===== config.mk =====
export PLATFORM = sky130hd
export DESIGN_NAME = v_wb_collector
export DESIGN_NICKNAME = d
export VERILOG_FILES = /design/src/rtl/v_pkg.sv /design/src/rtl/v_wb_fifo.sv /design/src/rtl/v_wb_collector.sv
export SDC_FILE = /design/constraint.sdc
export NUM_CORES = 2
export LEC_CHECK = 0
export ABC_AREA = 1
export BUFFER_PORTS_ARGS = -buffer_cell sky130_fd_sc_hd__buf_2
export CAP_MARGIN = 10
export CORE_AREA = 2 2 422 424
export CTS_CLUSTER_DIAMETER = 50
export DETAILED_ROUTE_END_ITERATION = 16
export DIE_AREA = 0 0 424 426
export GPL_TIMING_DRIVEN = 0
export PLACE_DENSITY = 0.69
export SYNTH_ARGS = -nofsm -noshare
export SYNTH_HDL_FRONTEND = slang
export SYNTH_SLANG_ARGS = --single-unit
export TNS_END_PERCENT = 10

===== constraint.sdc =====
create_clock -name clk -period 3.2 [get_ports clk]
set_input_delay 0.16 -clock clk [delete_from_list [all_inputs] [get_ports clk]]
set_output_delay 0.16 -clock clk [all_outputs]
set_load 0.02 [all_outputs]

===== src/rtl/v_pkg.sv =====
// Shared defaults and types for the vector writeback collector.
// Lane index wrap helper used by the round-robin arbiter.
package v_pkg;

    localparam int VREG_DW = 256;
    localparam int VREG_AW = 5;
    localparam int NLANE   = 3;

    typedef struct packed {
        logic [VREG_AW-1:0] vd;
        logic [VREG_DW-1:0] data;
    } wb_entry_t;

    // Single-step modular wrap; idx is always below 2*n at every call site.
    function automatic int lane_wrap(input int idx, input int n);
        return (idx >= n) ? (idx - n) : idx;
    endfunction

endpackage


===== src/rtl/v_wb_fifo.sv =====
// Single-lane result FIFO: registered storage, power-of-two depth, wrapping pointers.
// Push on full and pop on empty are ignored.
module v_wb_fifo #(
    parameter  int W     = 8,
    parameter  int DEPTH = 2,
    localparam int PW    = $clog2(DEPTH),
    localparam int CW    = PW + 1
) (
    input  logic          clk,
    input  logic          rst,
    input  logic          push_i,
    input  logic          pop_i,
    input  logic [W-1:0]  data_i,
    output logic [W-1:0]  data_o,
    output logic [CW-1:0] count_o,
    output logic          full_o,
    output logic          empty_o
);

    logic [W-1:0]  mem_q [DEPTH];
    logic [PW-1:0] wr_q, wr_d, rd_q, rd_d;
    logic [CW-1:0] cnt_q, cnt_d;
    logic          push_ok_s, pop_ok_s;

    assign full_o    = (cnt_q == CW'(DEPTH));
    assign empty_o   = (cnt_q == {CW{1'b0}});
    assign count_o   = cnt_q;
    assign data_o    = mem_q[rd_q];
    assign push_ok_s = push_i && !full_o;
    assign pop_ok_s  = pop_i && !empty_o;

    always_comb begin
        wr_d  = push_ok_s ? (wr_q + PW'(1)) : wr_q;
        rd_d  = pop_ok_s ? (rd_q + PW'(1)) : rd_q;
        case ({push_ok_s, pop_ok_s})
            2'b10:   cnt_d = cnt_q + CW'(1);
            2'b01:   cnt_d = cnt_q - CW'(1);
            default: cnt_d = cnt_q;
        endcase
    end

    always_ff @(posedge clk or negedge rst) begin
        if (!rst) begin
            wr_q  <= {PW{1'b0}};
            rd_q  <= {PW{1'b0}};
            cnt_q <= {CW{1'b0}};
            for (int i = 0; i < DEPTH; i++) begin
                mem_q[i] <= {W{1'b0}};
            end
        end else begin
            wr_q  <= wr_d;
            rd_q  <= rd_d;
            cnt_q <= cnt_d;
            if (push_ok_s) begin
                mem_q[wr_q] <= data_i;
            end
        end
    end

endmodule


===== src/rtl/v_wb_collector.sv =====
// Vector writeback collector: per-lane FIFOs, round-robin onto one VRF write
// port, and a pending-write bitmap for issue-stage hazard checks.
module v_wb_collector #(
    parameter int VREG_DW = v_pkg::VREG_DW,
    parameter int VREG_AW = v_pkg::VREG_AW,
    parameter int NLANE   = v_pkg::NLANE,
    parameter int DEPTH   = 2
) (
    input  logic                     clk,
    input  logic                     rst,
    input  logic [NLANE-1:0]         lane_valid_i,
    input  logic [NLANE*VREG_AW-1:0] lane_vd_i,
    input  logic [NLANE*VREG_DW-1:0] lane_result_i,
    output logic [NLANE-1:0]         lane_ready_o,
    input  logic                     vrf_stall_i,
    output logic                     vrf_we_o,
    output logic [VREG_AW-1:0]       vrf_waddr_o,
    output logic [VREG_DW-1:0]       vrf_wdata_o,
    output logic [(1<<VREG_AW)-1:0]  pending_mask_o,
    output logic                     busy_o
);
    import v_pkg::*;

    localparam int EW   = VREG_AW + VREG_DW;
    localparam int NREG = 1 << VREG_AW;
    localparam int RRW  = (NLANE > 1) ? $clog2(NLANE) : 1;
    localparam int CW   = $clog2(DEPTH) + 1;

    logic [NLANE-1:0]   push_s, pop_s, full_s, empty_s;
    logic [EW-1:0]      head_s  [NLANE];
    logic [CW-1:0]      count_s [NLANE];
    logic [EW-1:0]      head_sel_s;
    logic [RRW-1:0]     rr_q, rr_d, grant_idx_s, cand_s;
    logic               grant_valid_s, grant_s, hit_s;
    logic               we_q, we_d;
    logic [VREG_AW-1:0] waddr_q, waddr_d;
    logic [VREG_DW-1:0] wdata_q, wdata_d;
    logic [NREG-1:0]    pend_q, pend_d, set_s, clr_s;

    for (genvar g = 0; g < NLANE; g++) begin : g_lane
        // Ready looks only at the registered count: no same-cycle pop bypass.
        assign lane_ready_o[g] = (count_s[g] < CW'(DEPTH));
        assign push_s[g]       = lane_valid_i[g] && !full_s[g];

        v_wb_fifo #(.W(EW), .DEPTH(DEPTH)) u_fifo (
            .clk     (clk),
            .rst     (rst),
            .push_i  (push_s[g]),
            .pop_i   (pop_s[g]),
            .data_i  ({lane_vd_i[g*VREG_AW +: VREG_AW], lane_result_i[g*VREG_DW +: VREG_DW]}),
            .data_o  (head_s[g]),
            .count_o (count_s[g]),
            .full_o  (full_s[g]),
            .empty_o (empty_s[g])
        );
    end

    always_comb begin
        grant_valid_s = 1'b0;
        grant_idx_s   = {RRW{1'b0}};
        cand_s        = {RRW{1'b0}};
        hit_s         = 1'b0;
        for (int k = 0; k < NLANE; k++) begin
            cand_s        = RRW'(lane_wrap(int'(rr_q) + k, NLANE));
            hit_s         = !grant_valid_s && !empty_s[cand_s];
            grant_idx_s   = hit_s ? cand_s : grant_idx_s;
            grant_valid_s = grant_valid_s || hit_s;
        end
        grant_s    = grant_valid_s && !vrf_stall_i;
        pop_s      = grant_s ? (NLANE'(1) << grant_idx_s) : {NLANE{1'b0}};
        head_sel_s = head_s[grant_idx_s];
    end

    always_comb begin
        we_d    = grant_s;
        waddr_d = waddr_q;
        wdata_d = wdata_q;
        rr_d    = rr_q;
        if (grant_s) begin
            waddr_d = head_sel_s[EW-1 -: VREG_AW];
            wdata_d = head_sel_s[VREG_DW-1:0];
            rr_d    = RRW'(lane_wrap(int'(grant_idx_s) + 1, NLANE));
        end else begin
            waddr_d = waddr_q;
            wdata_d = wdata_q;
            rr_d    = rr_q;
        end
    end

    // A set at the same edge as a clear of that bit wins.
    always_comb begin
        set_s = {NREG{1'b0}};
        for (int i = 0; i < NLANE; i++) begin
            set_s = set_s | (push_s[i] ? (NREG'(1) << lane_vd_i[i*VREG_AW +: VREG_AW]) : {NREG{1'b0}});
        end
        clr_s  = we_q ? (NREG'(1) << waddr_q) : {NREG{1'b0}};
        pend_d = (pend_q & ~clr_s) | set_s;
    end

    always_ff @(posedge clk or negedge rst) begin
        if (!rst) begin
            rr_q    <= {RRW{1'b0}};
            we_q    <= 1'b0;
            waddr_q <= {VREG_AW{1'b0}};
            wdata_q <= {VREG_DW{1'b0}};
            pend_q  <= {NREG{1'b0}};
        end else begin
            rr_q    <= rr_d;
            we_q    <= we_d;
            waddr_q <= waddr_d;
            wdata_q <= wdata_d;
            pend_q  <= pend_d;
        end
    end

    assign vrf_we_o       = we_q;
    assign vrf_waddr_o    = waddr_q;
    assign vrf_wdata_o    = wdata_q;
    assign pending_mask_o = pend_q;
    assign busy_o         = (|(~empty_s)) || we_q;

endmodule


==> impl_metrics.tcl <==
set metrics [dict create \
    io_pins 1087 \
    r2r_slack_ps 10 \
    antenna_found_initial 142 \
    slowest_delay_ps 670 \
    cts_tree "done" \
    synth.distinct_cells 30 \
    htreeDepth 4 \
    synth_edf_count 0 \
    critical_path.cell_chain "buf_2, buf_4, buf_2, clkbuf_2, nand2_1, o21ai_0, nand2_1, o211ai_1, nand3_1" \
    drcViolationCount 0 \
    nets 12700 \
    cts.sinks 1874 \
    p_leak_nw 52.3 \
    cp_max_fo 11 \
    worstSkewPairLatency_ps 880 \
    drv_slew 0 \
    internal-power_mw 68.7 \
    use_met2 0.587 \
    ys_seq_area_frac 0.558 \
    cp.required_ps 3940 \
    p_seq_frac 0.329 \
    cp_slowest_cell "buf_2" \
    grt_pass1_wl_um 520000 \
    cts_root_buf "clkbuf_16" \
    skew_ps 46.4 \
    finalCriticalPeriod_ps 3190 \
    clk_pin_slew_ps 60 \
    cts_made_buffers 213 \
    outcome "complete, no violations" \
    grt_max_degree 168 \
    die-area_mm2 0.181 \
    hold_depth 4 \
    synth_nets 10500 \
    dr.pass1.iters 6 \
    initial_core_util 0.479 \
    use_met1 0.500 \
    synth_common_cells "3231 x nand2_1, 1874 x dfrtp_1, 1608 x o21ai_0" \
    power_frac_comb 0.466 \
    critPathBufInv 4 \
    port_buffers 1076 \
    drive_gt1_frac 0.189 \
    final_area_mm2 0.110 \
    syn_area_mm2 0.0841 \
    min_to "g_lane[0].u_fifo.mem_q[320]" \
    power_switching_mw 55.5 \
    gp_congestion 0.974 \
    synth_most_common_cell "nand2_1" \
    crit_type "reg -> reg" \
    ys_seq_elements 1874 \
    wl_per_cell_um 24.8 \
    placed_area_mm2 0.0930 \
    ir_drop_mv 0.661 \
    synth_top_area_share 0.558 \
    syn_avg_cell_area_um2 8.66 \
    clkPwrFrac 0.205 \
    track_usage 0.390 \
    yosys_warnings 0 \
    finalCritPeriodShare 0.996 \
    area_growth_pct 30.3 \
    max_clock_freq_mhz 314 \
    hold_violations 0 \
    chipWidth_um 424 \
    num_vias 81600 \
    netlist_top_cells_area "dfrtp_1 56%, nand2_1 14%, o21ai_0 9.6%, mux2_2 6.9%, inv_1 3.6%" \
    cp_top_family "buffers and inverters" \
    wirelength_um 361000 \
    rows 154 \
    rr_endpoint "vrf_wdata_o[255]" \
    arrival_ps 3930 \
    grt_pass1_vias 79600 \
    rsz0062_at_grt "true" \
    power_mw 124 \
    async_flop_share 1.00 \
    grt_util_met3 0.0894 \
    min_path_type "in -> reg" \
    power_density_mw_per_mm2 1130 \
    tightest_slew_ps 1430 \
    dp_hpwl_um 260000 \
    core_area_mm2 0.176 \
    end_kind "flip-flop" \
    drv_cap 0 \
    min_from "lane_result_i[59]" \
    die_h_um 426 \
    reg2reg_depth 9 \
    drtIter0Drc 9217 \
    avgViaCountPerCell 5.61 \
    yosysTopAreaCell "dfrtp_1" \
    synthCells 9716 \
    overflow 0 \
    r2r_start "g_lane[2].u_fifo.rd_q" \
    ant_nets 0 \
    switching_share 0.447 \
    synth-main-ff-cell "dfrtp_1" \
    setup_viol 0 \
    start_kind "flip-flop" \
    top_usage_layer "met2" \
    slew_headroom 0.0494 \
    ctsLongestPathBuffers 3 \
]
logic make-up after synthesis:
family,share of synthesized area
simple gates,0.185
fa+ha+maj,0.000893
xor+xnor,0.000937
flops,0.558
mux,0.0688
buf+inv,0.0706
compound gates,0.116
how the worst max path moves through the flow:
stage / endpoint / slack (ps) / cells past startpoint / startpoint
3_5_place_dp: g_lane[2].u_fifo.count_o[1] / -1160 / 18 / rr_q[0]
5_1_grt: g_lane[2].u_fifo.count_o[1] / -70 / 20 / rr_q[0]
4_1_cts: g_lane[2].u_fifo.count_o[1] / -200 / 17 / rr_q[0]
6_report: vrf_wdata_o[255] / 10 / 9 / g_lane[2].u_fifo.rd_q
2_1_floorplan: g_lane[2].u_fifo.count_o[1] / 390 / 18 / rr_q[0]
3_3_place_gp: g_lane[2].u_fifo.mem_q[217] / -39960 / 1 / rst
through the flow:
step | TNS, ps | hold slack, ps | setup slack [ps] | util | std cells
final | 0 | 49.4 | 13.5 | 0.624 | 14500
after global routing | -295 | 38.4 | -74.5 | 0.623 | 14500
after CTS | -205 | 0.174 | -205 | 0.620 | 14400
after detailed placement | -172730 | 152 | -1160 | 0.529 | 13200
after global placement | - | 378 | -39960 | 0.526 | 13100
after floorplan | 0 | -136 | 394 | - | 9716
power by group through the flow:
stage               logic [mW]  registers, mW  clock network (mW)
floorplan                 31.4           41.4                   0
global placement          53.1           40.9                   0
detailed placement        54.4           40.9                   0
CTS                       56.2           40.6                25.5
global route              62.6           41.9                26.6
finish                    57.8           40.9                25.4
state kept, by name, summed over array words and instances (netlist names):
signal and count:
vrf_waddr_o 5, vrf_we_o 1, g_lane.u_fifo.wr_q 3, g_lane.u_fifo.count_o 6
g_lane.u_fifo.mem_q 1566, vrf_wdata_o 256, pending_mask_o 32, g_lane.u_fifo.rd_q 3
rr_q 2
worst reg2reg max path: stages, from the launching register on:
cell      delay, ps
dfrtp_1         320
buf_2           480
buf_4           470
buf_2           670
clkbuf_2        510
nand2_1         100
o21ai_0         210
nand2_1         110
o211ai_1        110
nand3_1         100
area by class of cell:
cell class,count,area (um^2)
antenna,125,313
inverter,823,3110
buffer,644,2970
clock inverter,80,1130
sequential,1874,46900
timing repair buffer,1978,14800
fill,14800,66100
tap,2340,2930
clock buffer,305,6120
multi-input combinational,6373,31300
layout by cell type, fill, tap and decap left out, types with 14 or more instances in the layout:
| cell type | n |
|---|---|
| buf_6 | 18 |
| buf_4 | 23 |
| clkbuf_2 | 31 |
| clkinv_2 | 29 |
| o211ai_1 | 190 |
| clkbuf_16 | 217 |
| nand2_1 | 3230 |
| bufinv_16 | 20 |
| a21oi_1 | 35 |
| buf_16 | 19 |
| mux2_2 | 514 |
| buf_1 | 30 |
| nor4_1 | 14 |
| nand3_1 | 325 |
| o21ai_0 | 1608 |
| clkbuf_1 | 386 |
| inv_1 | 812 |
| buf_2 | 1286 |
| dlygate4sd3_1 | 856 |
| clkbuf_8 | 38 |
| nand4_1 | 39 |
| nor2_1 | 365 |
| dfrtp_1 | 1874 |
| diode_2 | 125 |
layer usage:
metal | share of wire | vias to the layer above
met3 | 0.093 | 1179
met4 | 0.082 | 20
met5 | 0.00035 | -
met1 | 0.38 | 40100
met2 | 0.44 | 4661
li1 | - | 35600
timing repair:
action | in CTS | in global routing
gates cloned | 0 | 1
endpoints found under the setup margin | 428 | 433
pin swaps | 2 | 3
hold endpoints to repair | 2116 | 230
gates resized for setup | 42 | 49
buffers inserted | 7 | 6
hold buffers | 856 | 7
Power figures use the tool's default switching activity.
